--- src/rtl/frontend_cu.sv ---
// Control-unit end of the parallel channel: synchronises the outbound tags/bus,
// runs initial selection and ending-status reconnection, and registers the inbound drivers.
module frontend_cu #(
  parameter logic [7:0] DEVICE_ADDRESS = 8'h10
) (
  input  logic       clk,
  input  logic       reset_n,
  input  logic       enable,
  input  logic [7:0] c_bus_out_n,
  input  logic       c_operational_out_n,
  input  logic       c_select_out_n,
  input  logic       c_hold_out_n,
  input  logic       c_address_out_n,
  input  logic       c_command_out_n,
  input  logic       c_service_out_n,
  input  logic       c_suppress_out_n,
  output logic [7:0] c_bus_in,
  output logic       c_operational_in,
  output logic       c_request_in,
  output logic       c_select_in,
  output logic       c_address_in,
  output logic       c_status_in,
  output logic       c_service_in,
  output logic       driver_enable,
  output logic       cmd_valid,
  output logic [7:0] cmd_byte,
  input  logic       stat_valid,
  input  logic [7:0] stat_byte,
  input  logic       end_valid,
  input  logic [7:0] end_status,
  output logic       end_ready,
  output logic       end_done,
  output logic [2:0] dbg_state
);

  localparam logic [2:0] S_IDLE        = 3'd0;
  localparam logic [2:0] S_PROPAGATE   = 3'd1;
  localparam logic [2:0] S_ADDRESS     = 3'd2;
  localparam logic [2:0] S_COMMAND     = 3'd3;
  localparam logic [2:0] S_STATUS_WAIT = 3'd4;
  localparam logic [2:0] S_STATUS      = 3'd5;
  localparam logic [2:0] S_DISCONNECT  = 3'd6;

  // Synchroniser flops reset to all-ones so every tag reads inactive after reset.
  logic [14:0] meta_q, sync_q;
  logic [7:0]  bus_out;
  logic        operational_out, select_out, hold_out, address_out;
  logic        command_out, service_out, suppress_out;

  always_ff @(posedge clk or negedge reset_n) begin
    if (!reset_n) begin
      meta_q <= '1;
      sync_q <= '1;
    end else begin
      meta_q <= {c_bus_out_n, c_operational_out_n, c_select_out_n, c_hold_out_n,
                 c_address_out_n, c_command_out_n, c_service_out_n, c_suppress_out_n};
      sync_q <= meta_q;
    end
  end

  assign {bus_out, operational_out, select_out, hold_out, address_out,
          command_out, service_out, suppress_out} = ~sync_q;

  logic       sel, sel_prev_q, sel_rise;
  logic [2:0] state_q, state_d;
  logic       resel_q, resel_d;
  logic [7:0] status_q, status_d;
  logic [7:0] cmd_byte_q, cmd_byte_d;
  logic       pending_q, pending_d;
  logic [7:0] pend_byte_q, pend_byte_d;
  logic       cmd_valid_d, end_done_d;

  logic [7:0] bus_in_q, bus_in_d;
  logic       op_in_q, op_in_d, req_q, req_d, sel_in_q, sel_in_d;
  logic       addr_in_q, addr_in_d, status_in_q, status_in_d;
  logic       de_q, de_d, rdy_q, rdy_d, cmd_valid_q, end_done_q;

  assign sel      = select_out & hold_out;
  assign sel_rise = sel & ~sel_prev_q;

  always_comb begin
    state_d     = state_q;
    resel_d     = resel_q;
    status_d    = status_q;
    cmd_byte_d  = cmd_byte_q;
    pending_d   = pending_q;
    pend_byte_d = pend_byte_q;
    cmd_valid_d = 1'b0;
    end_done_d  = 1'b0;

    if (end_valid && rdy_q) begin
      pending_d   = 1'b1;
      pend_byte_d = end_status;
    end

    case (state_q)
      S_IDLE: begin
        if (sel_rise) begin
          if (address_out && (bus_out == DEVICE_ADDRESS)) begin
            resel_d = 1'b0;
            state_d = S_ADDRESS;
          end else if (!address_out && req_q) begin
            resel_d = 1'b1;
            state_d = S_ADDRESS;
          end else begin
            state_d = S_PROPAGATE;
          end
        end
      end
      S_PROPAGATE: if (!select_out) state_d = S_IDLE;
      S_ADDRESS: begin
        if (command_out) begin
          if (!resel_q) cmd_byte_d = bus_out;
          state_d = S_COMMAND;
        end
      end
      S_COMMAND: begin
        if (!command_out) begin
          if (resel_q) begin
            status_d = pend_byte_q;
            state_d  = S_STATUS;
          end else begin
            cmd_valid_d = 1'b1;
            state_d     = S_STATUS_WAIT;
          end
        end
      end
      S_STATUS_WAIT: begin
        if (stat_valid) begin
          status_d = stat_byte;
          state_d  = S_STATUS;
        end
      end
      S_STATUS: begin
        // Service wins over command when both arrive together.
        if (service_out) begin
          if (resel_q) begin
            end_done_d = 1'b1;
            pending_d  = 1'b0;
          end
          state_d = S_DISCONNECT;
        end else if (command_out) begin
          if (!resel_q) begin
            pending_d   = 1'b1;
            pend_byte_d = status_q;
          end
          state_d = S_DISCONNECT;
        end
      end
      S_DISCONNECT: if (!service_out && !command_out) state_d = S_IDLE;
      default: state_d = S_IDLE;
    endcase

    if (!enable || !operational_out) begin
      state_d     = S_IDLE;
      pending_d   = 1'b0;
      cmd_valid_d = 1'b0;
      end_done_d  = 1'b0;
    end
  end

  // Outputs are decoded from next state so they land in the same edge as the FSM.
  // end_ready is withheld during channel system reset so no core status is silently dropped.
  always_comb begin
    op_in_d     = (state_d != S_IDLE) && (state_d != S_PROPAGATE);
    addr_in_d   = (state_d == S_ADDRESS);
    status_in_d = (state_d == S_STATUS);
    bus_in_d    = 8'h00;
    if (state_d == S_ADDRESS)     bus_in_d = DEVICE_ADDRESS;
    else if (state_d == S_STATUS) bus_in_d = status_d;
    sel_in_d    = enable ? ((state_d == S_PROPAGATE) && select_out) : select_out;
    req_d       = enable && operational_out && pending_d && !suppress_out && (state_d == S_IDLE);
    rdy_d       = enable && operational_out && !pending_d;
    de_d        = enable && operational_out;
  end

  always_ff @(posedge clk or negedge reset_n) begin
    if (!reset_n) begin
      state_q     <= S_IDLE;
      resel_q     <= 1'b0;
      status_q    <= 8'h00;
      cmd_byte_q  <= 8'h00;
      pending_q   <= 1'b0;
      pend_byte_q <= 8'h00;
      sel_prev_q  <= 1'b0;
      bus_in_q    <= 8'h00;
      op_in_q     <= 1'b0;
      req_q       <= 1'b0;
      sel_in_q    <= 1'b0;
      addr_in_q   <= 1'b0;
      status_in_q <= 1'b0;
      de_q        <= 1'b0;
      rdy_q       <= 1'b0;
      cmd_valid_q <= 1'b0;
      end_done_q  <= 1'b0;
    end else begin
      state_q     <= state_d;
      resel_q     <= resel_d;
      status_q    <= status_d;
      cmd_byte_q  <= cmd_byte_d;
      pending_q   <= pending_d;
      pend_byte_q <= pend_byte_d;
      sel_prev_q  <= sel;
      bus_in_q    <= bus_in_d;
      op_in_q     <= op_in_d;
      req_q       <= req_d;
      sel_in_q    <= sel_in_d;
      addr_in_q   <= addr_in_d;
      status_in_q <= status_in_d;
      de_q        <= de_d;
      rdy_q       <= rdy_d;
      cmd_valid_q <= cmd_valid_d;
      end_done_q  <= end_done_d;
    end
  end

  assign c_bus_in         = bus_in_q;
  assign c_operational_in = op_in_q;
  assign c_request_in     = req_q;
  assign c_select_in      = sel_in_q;
  assign c_address_in     = addr_in_q;
  assign c_status_in      = status_in_q;
  assign c_service_in     = 1'b0;
  assign driver_enable    = de_q;
  assign cmd_valid        = cmd_valid_q;
  assign cmd_byte         = cmd_byte_q;
  assign end_ready        = rdy_q;
  assign end_done         = end_done_q;
  assign dbg_state        = state_q;

endmodule

--- config.mk ---
export PLATFORM = sky130hd
export DESIGN_NAME = frontend_cu
export DESIGN_NICKNAME = d
export VERILOG_FILES = /design/src/rtl/frontend_cu.sv
export SDC_FILE = /design/constraint.sdc
export NUM_CORES = 1
export LEC_CHECK = 0
export ABC_CLOCK_PERIOD_IN_PS = 1700
export CORE_MARGIN = 1
export CORE_UTILIZATION = 44
export CTS_CLUSTER_DIAMETER = 150
export DETAILED_ROUTE_END_ITERATION = 6
export MAX_ROUTING_LAYER = met4
export PLACE_DENSITY_LB_ADDON = 0.05
export SETUP_SLACK_MARGIN = 0.4
export SYNTH_ARGS = -nofsm -noshare
export SYNTH_HDL_FRONTEND = slang
export SYNTH_SLANG_ARGS = --single-unit
--- constraint.sdc ---
create_clock -name clk -period 1.7 [get_ports clk]
set_input_delay 0.34 -clock clk [delete_from_list [all_inputs] [get_ports clk]]
set_output_delay 0.34 -clock clk [all_outputs]
set_load 0.05 [all_outputs]
==> results of run 1 <==
==> layout make-up <==
type / count / area [µm²]
Sequential cell: 77 / 1970
Fill cell: 439 / 1610
Multi-Input combinational cell: 135 / 1170
Timing Repair Buffer: 103 / 1020
Clock buffer: 9 / 124
Tap cell: 75 / 93.8
Clock inverter: 7 / 58.8
Inverter: 4 / 15.0
==> metal layers <==
layer	vias up	track usage (%)	share of wire, %
met1	992	23.7	43
met2	60	32.1	51
met4	0	10.5	1.9
met5	-	-	0
met3	13	3.74	3.9
li1	984	-	-
==> report_power, final <==
group	total, µW	internal, µW	switching (µW)
sequential	2030	1960	69.2
clock	1250	552	701
combinational	393	203	190
total	3680	2720	961
==> worst min-delay path by stage <==
stage / cells after the start / from / end
6_report: 0 / meta_q[2]$_DFF_PN1_ / sync_q[2]$_DFF_PN1_
5_1_grt: 0 / meta_q[2]$_DFF_PN1_ / sync_q[2]$_DFF_PN1_
4_1_cts: 0 / meta_q[2]$_DFF_PN1_ / sync_q[2]$_DFF_PN1_
3_5_place_dp: 1 / reset_n / pend_byte_q[4]$_DFF_PN0_
3_3_place_gp: 1 / reset_n / pend_byte_q[4]$_DFF_PN0_
2_1_floorplan: 0 / reset_n / c_address_in$_DFF_PN0_
==> cells by family (layout without fill, tap and decap cells) <==
kind of cell / count (synthesis) / after routing / share of synthesized area [%]
flip-flops: 77 / 77 / 69.3
AND/OR/NAND/NOR: 77 / 77 / 13.9
AO/OA/AOI/OAI: 48 / 48 / 10.9
buffers and inverters: 14 / 123 / 2.69
multiplexers: 9 / 9 / 3.18
other: 1 / 1 / 0.132
==> per-stage QoR <==
stage | cells | instance area (µm²) | util [%]
floorplan | 226 | 2860 | -
global placement | 375 | 3660 | 60.3
detailed placement | 375 | 3660 | 60.3
CTS | 406 | 4130 | 68.1
global route | 410 | 4450 | 73.5
finish | 410 | 4450 | 73.5
==> repair_timing <==
| item | in CTS | in global routing |
|---|---|---|
| pin swaps | 14 | 26 |
| gates resized for setup | 48 | 81 |
| hold buffers | 1 | 0 |
| hold endpoints to repair | 10 | 0 |
| cloned | 0 | 1 |
| setup endpoints to repair | 45 | 48 |
| setup buffers | 14 | 3 |
==> cell usage after synthesis (3+ instances only) <==
| library cell | instances |
|---|---|
| sky130_fd_sc_hd__nand2_1 | 26 |
| sky130_fd_sc_hd__a22oi_1 | 9 |
| sky130_fd_sc_hd__o21ai_0 | 15 |
| sky130_fd_sc_hd__a21oi_1 | 10 |
| sky130_fd_sc_hd__nand3_1 | 3 |
| sky130_fd_sc_hd__inv_1 | 4 |
| sky130_fd_sc_hd__a31oi_1 | 3 |
| sky130_fd_sc_hd__mux2i_1 | 9 |
| sky130_fd_sc_hd__nor2_1 | 18 |
| sky130_fd_sc_hd__and3_1 | 4 |
| sky130_fd_sc_hd__dfrtp_1 | 47 |
| sky130_fd_sc_hd__dfstp_2 | 30 |
| sky130_fd_sc_hd__and2_1 | 10 |
| sky130_fd_sc_hd__clkbuf_1 | 5 |
| sky130_fd_sc_hd__o2bb2ai_1 | 3 |
==> flip-flops by register name, indices dropped and copies added, names as in the netlist, 3 cells and up <==
register     cells
c_bus_in         8
cmd_byte         8
dbg_state        3
meta_q          15
pend_byte_q      8
status_q         8
sync_q          15
==> critical path, cell delays in order, from the launching register on <==
cell	delay (ns)
sky130_fd_sc_hd__dfstp_2	0.54
sky130_fd_sc_hd__nand4b_1	0.13
sky130_fd_sc_hd__o31ai_1	0.25
sky130_fd_sc_hd__buf_4	0.19
sky130_fd_sc_hd__o221ai_4	0.12
sky130_fd_sc_hd__and2_4	0.21
sky130_fd_sc_hd__and2_1	0.16
==> flow_summary.ini, run 1 <==
[outcome]
status = complete, but fails checks
failing_checks = setup timing

[timing]
fin_hold_ws_ns = 0.353
final-max-slew-violation-count = 0
grt_setup_unrepaired = yes
setup_tns_ns = -0.00689
period_share_pct = 100
finalSetupViolCount = 1
final_hold_viol_count = 0
relSlewSlack_pct = 66.0
timing.final.ws_setup_ns = -0.00689
max_slew.worst_pin.slew_ns = 0.508
timing.final.crit_period_ns = 1.71
clock-skew-final_ns = 0.00986
fmax_mhz = 586

[critical_path]
crit_path_end_kind = flop
setup_crit_path_kind = flop to flop
required_time_at_the_worst_slack_endpoint_ns = 1.93
crit-reg2reg-capture = c_bus_in[6]$_DFF_PN0_
reg2reg_depth = 6
data_arrival_critical_path_ns = 1.94
reg2reg_slack_ns = -0.007
crit_path_start = sync_q[13]$_DFF_PN1_
critPathLaunchType = flop
critPathMaxFanout = 9
endpoint = c_bus_in[6]$_DFF_PN0_
r2r_start = sync_q[13]$_DFF_PN1_

[floorplan]
chipHeight_um = 82.3
std_cell_rows = 28
io_pins = 65
floorplan.die.width_um = 82.3
core_mm2 = 0.00606
floorplan.initialDensity_pct = 46.8
die_area_mm2 = 0.00677

[power]
power_density_mw_per_mm2 = 826
worst_ir_drop_vdd_v = 0.000629
power_uw = 3680
leakage_power_uw = 0.00198

[global_route]
first_global_vias = 2063
grt_use_total_pct = 19.9
grt_start_max_net_pins = 56
wire_length_of_the_first_global_routing_pass_mm = 9.45
antenna_violations_before_repair = 0
globalRoute.totalOverflow = 0

[yosys]
synthDistinctLibCells = 38
yosysWarningCount = 0
synth.top_cell.area_share_pct = 41.5
ys_seq_area_share_pct = 69.3
synth_seq_cells = 77
synth_enable_flop_cells = 0
synth_top_cells_by_area = sky130_fd_sc_hd__dfrtp_1 41%, sky130_fd_sc_hd__dfstp_2 28%, sky130_fd_sc_hd__nand2_1 3.4%, sky130_fd_sc_hd__mux2i_1 3.2%, sky130_fd_sc_hd__o21ai_0 2.6%
post-synth-top-area-cell = sky130_fd_sc_hd__dfrtp_1
synthesis.area_per_instance_um2 = 12.6
synthesis.area_mm2 = 0.00284
postSynth.topFlopCell = sky130_fd_sc_hd__dfrtp_1
synth.net_count = 262
asyncSetResetFlopFracSynth_pct = 100
synthesized_instance_count = 226

[layout]
antenna_cells_inserted = 0
mostFrequentLayoutCell = sky130_fd_sc_hd__dfrtp_1
number_of_nets_in_the_finished_design = 366
drive_gt1_share_pct = 57.3
final_cell_mix = 44 x sky130_fd_sc_hd__dfrtp_1, 43 x sky130_fd_sc_hd__buf_4, 34 x sky130_fd_sc_hd__clkdlybuf4s50_1, 30 x sky130_fd_sc_hd__dfstp_2, 17 x sky130_fd_sc_hd__buf_6
syn_to_final_growth_pct = 57.0

[clocking]
clkSlewWorstSetupHoldPaths_ns = 0.08
cts_made_buffers = 9
clk-insertion-delay-late_ns = 0.34
cts_tree = yes
cts.htree.levels = 3
clock-sinks = 77
clk_root_buffer_cell = sky130_fd_sc_hd__clkbuf_8
cts-root-to-sink-buffers = 2

[routing]
vias_per_cell = 5.00
antenna_left = 0
routedWlPerCell_um = 15.2
wl_mm = 6.22
drt_iter0_drc = 61
detailedRoute.firstPassIterationCount = 4
post-route-drc-count = 0
dr_total_vias = 2049

[placement]
dp_hpwl_mm = 3.98
preCtsSetupSlack_ns = -0.209
io_buffer_count = 63
finalWeightedCongestion = 0.908

[worst_hold_path]
holdCritPathClass = flop to flop

[run]
maxCapViolations = 0
Power figures use the tool's default switching activity.
==> run 2: changes to the inputs <==
--- a/config.mk
+++ b/config.mk
@@ -12,6 +12,7 @@
 export DETAILED_ROUTE_END_ITERATION = 6
 export MAX_ROUTING_LAYER = met4
 export PLACE_DENSITY_LB_ADDON = 0.05
+export RECOVER_POWER = 100
 export SETUP_SLACK_MARGIN = 0.4
 export SYNTH_ARGS = -nofsm -noshare
 export SYNTH_HDL_FRONTEND = slang
==> run 2 against run 1 <==
Critical endpoint unchanged. First-iteration DRC count is 1.6% lower. The run still ends with setup timing left. Setup slack hardly changed. Clock-buffer cell count stayed put. Power is 0.56% lower. Non-clock buffer count stayed put.
==> flow_summary.ini, run 2 (synthesis gave the netlist of run 1 again) <==
[timing]
fin_hold_ws_ns = 0.352
period_share_pct = 100
grt_setup_unrepaired = yes
timing.final.ws_setup_ns = -0.00707
final-max-slew-violation-count = 0
final_hold_viol_count = 0
finalSetupViolCount = 2
fmax_mhz = 586
relSlewSlack_pct = 59.4
max_slew.worst_pin.slew_ns = 0.612
timing.final.crit_period_ns = 1.71
clock-skew-final_ns = 0.0100

[floorplan]
std_cell_rows = 28
io_pins = 65
floorplan.die.width_um = 82.3
die_area_mm2 = 0.00677
floorplan.initialDensity_pct = 46.8
chipHeight_um = 82.3
core_mm2 = 0.00606

[global_route]
grt_start_max_net_pins = 56
first_global_vias = 2063
globalRoute.totalOverflow = 0
grt_use_total_pct = 19.9
antenna_violations_before_repair = 0
wire_length_of_the_first_global_routing_pass_mm = 9.45

[clocking]
cts_made_buffers = 9
cts_tree = yes
clkSlewWorstSetupHoldPaths_ns = 0.08
clk_root_buffer_cell = sky130_fd_sc_hd__clkbuf_8
clk-insertion-delay-late_ns = 0.34
clock-sinks = 77
cts.htree.levels = 3
cts-root-to-sink-buffers = 2

[routing]
top_signal_layer_used = met4
vias_per_cell = 5.01
routedWlPerCell_um = 15.1
antenna_left = 0
detailedRoute.firstPassIterationCount = 4
met2_wirelength_mm = 3.20
drt_iter0_drc = 60
dr_total_vias = 2053
met1Wirelength_mm = 2.58
dr_wl_met3_um = 304
post-route-drc-count = 0
wl_mm = 6.19

[critical_path]
r2r_start = sync_q[13]$_DFF_PN1_
critPathLaunchType = flop
crit_path_end_kind = flop
crit-reg2reg-capture = c_bus_in[6]$_DFF_PN0_
critPathMaxFanout = 9
endpoint = c_bus_in[6]$_DFF_PN0_
setup_crit_path_kind = flop to flop
reg2reg_depth = 6
reg2reg_slack_ns = -0.007
data_arrival_critical_path_ns = 1.93
required_time_at_the_worst_slack_endpoint_ns = 1.93
crit_path_start = sync_q[13]$_DFF_PN1_

[layout]
final_cell_mix = 44 x sky130_fd_sc_hd__dfrtp_1, 29 x sky130_fd_sc_hd__dfstp_2, 24 x sky130_fd_sc_hd__buf_4, 18 x sky130_fd_sc_hd__clkdlybuf4s50_1
drive_gt1_share_pct = 51.9
antenna_cells_inserted = 0
mostFrequentLayoutCell = sky130_fd_sc_hd__dfrtp_1
number_of_nets_in_the_finished_design = 366
layout_top_registers = meta_q x15, sync_q x15
syn_to_final_growth_pct = 54.0
post_layout_nonfiller_instances = 410
final.fill_count = 460

[placement]
place_inst = 375
io_buffer_count = 63
finalWeightedCongestion = 0.908
dp_hpwl_mm = 3.98

[outcome]
status = complete, but fails checks
failing_checks = setup timing

[power]
power_density_mw_per_mm2 = 837
leakage_power_uw = 0.00191
worst_ir_drop_vdd_v = 0.000627

[run]
maxCapViolations = 0

[worst_hold_path]
holdCritPathClass = flop to flop
run 2: cell count changes in the layout (fill, tap and decap cells not counted), sizes merged:
cell           previous run  this run
dlygate4sd3               1        17
clkdlybuf4s50            34        18
buf                      67        47
clkbuf                   10        30
run 2: worst min path at each step:
stage	start	to	slack, ns	cells after the start
finish	meta_q[2]$_DFF_PN1_	sync_q[2]$_DFF_PN1_	0.35	0
global route	meta_q[2]$_DFF_PN1_	sync_q[2]$_DFF_PN1_	0.35	0
CTS	meta_q[2]$_DFF_PN1_	sync_q[2]$_DFF_PN1_	0.35	0
detailed placement	reset_n	pend_byte_q[4]$_DFF_PN0_	0.25	1
global placement	reset_n	pend_byte_q[4]$_DFF_PN0_	0.25	1
floorplan	reset_n	c_address_in$_DFF_PN0_	0.04	0
run 2: cell type report:
cell class,instances,area [µm²],area share (%)
sequential,77,1970,45.0
multi-input combinational,135,1170,26.7
timing repair buffer,103,941,21.5
clock buffer,9,124,2.84
tap,75,93.8,2.15
clock inverter,7,58.8,1.35
inverter,4,15.0,0.344
run 2: routing by layer:
| metal | track usage [%] | vias up |
|---|---|---|
| li1 | - | 987 |
| met1 | 23.7 | 989 |
| met2 | 32.1 | 64 |
| met3 | 3.74 | 13 |
| met4 | 10.5 | 0 |
| met5 | - | - |
run 2: through the flow:
step / cell area [µm²] / util (%) / power, µW / setup TNS (ns) / worst slack, ns
4_1_cts: 4130 / 68.1 / 3650 / 0 / 0.0353
5_1_grt: 4370 / 72.1 / 3800 / -0.639 / -0.0904
6_report: 4370 / 72.1 / 3660 / -0.00910 / -0.00707
2_1_floorplan: 2860 / - / 2170 / -0.487 / -0.156
3_3_place_gp: 3660 / 60.3 / 2350 / -1.82 / -0.184
3_5_place_dp: 3660 / 60.3 / 2360 / -2.05 / -0.209
run 2: critical path: stages (launching register included):
cell,delay [ns]
sky130_fd_sc_hd__dfstp_2,0.54
sky130_fd_sc_hd__nand4b_1,0.13
sky130_fd_sc_hd__o31ai_1,0.25
sky130_fd_sc_hd__buf_4,0.19
sky130_fd_sc_hd__o221ai_4,0.12
sky130_fd_sc_hd__and2_4,0.21
sky130_fd_sc_hd__and2_1,0.16
run 2: repair_timing:
item | in CTS | in global routing
cloned | 0 | 1
pin swaps | 14 | 26
setup endpoints to repair | 45 | 48
hold buffers | 1 | 0
hold endpoints to repair | 10 | 0
setup buffers | 14 | 3
gates resized for setup | 48 | 81
run 2: power by group:
group	total, µW	switching (µW)	internal [µW]
Sequential	2030	68.6	1960
Clock	1250	700	552
Combinational	375	189	186
Total	3660	957	2700
==> run 3: changes to the inputs <==
--- a/config.mk
+++ b/config.mk
@@ -10,6 +10,7 @@
 export CORE_UTILIZATION = 44
 export CTS_CLUSTER_DIAMETER = 150
 export DETAILED_ROUTE_END_ITERATION = 6
+export GPL_TIMING_DRIVEN = 1
 export MAX_ROUTING_LAYER = met4
 export PLACE_DENSITY_LB_ADDON = 0.05
 export RECOVER_POWER = 100
==> results of run 3 <==
Final layout, timing and power as in run 2 (identical DEF).
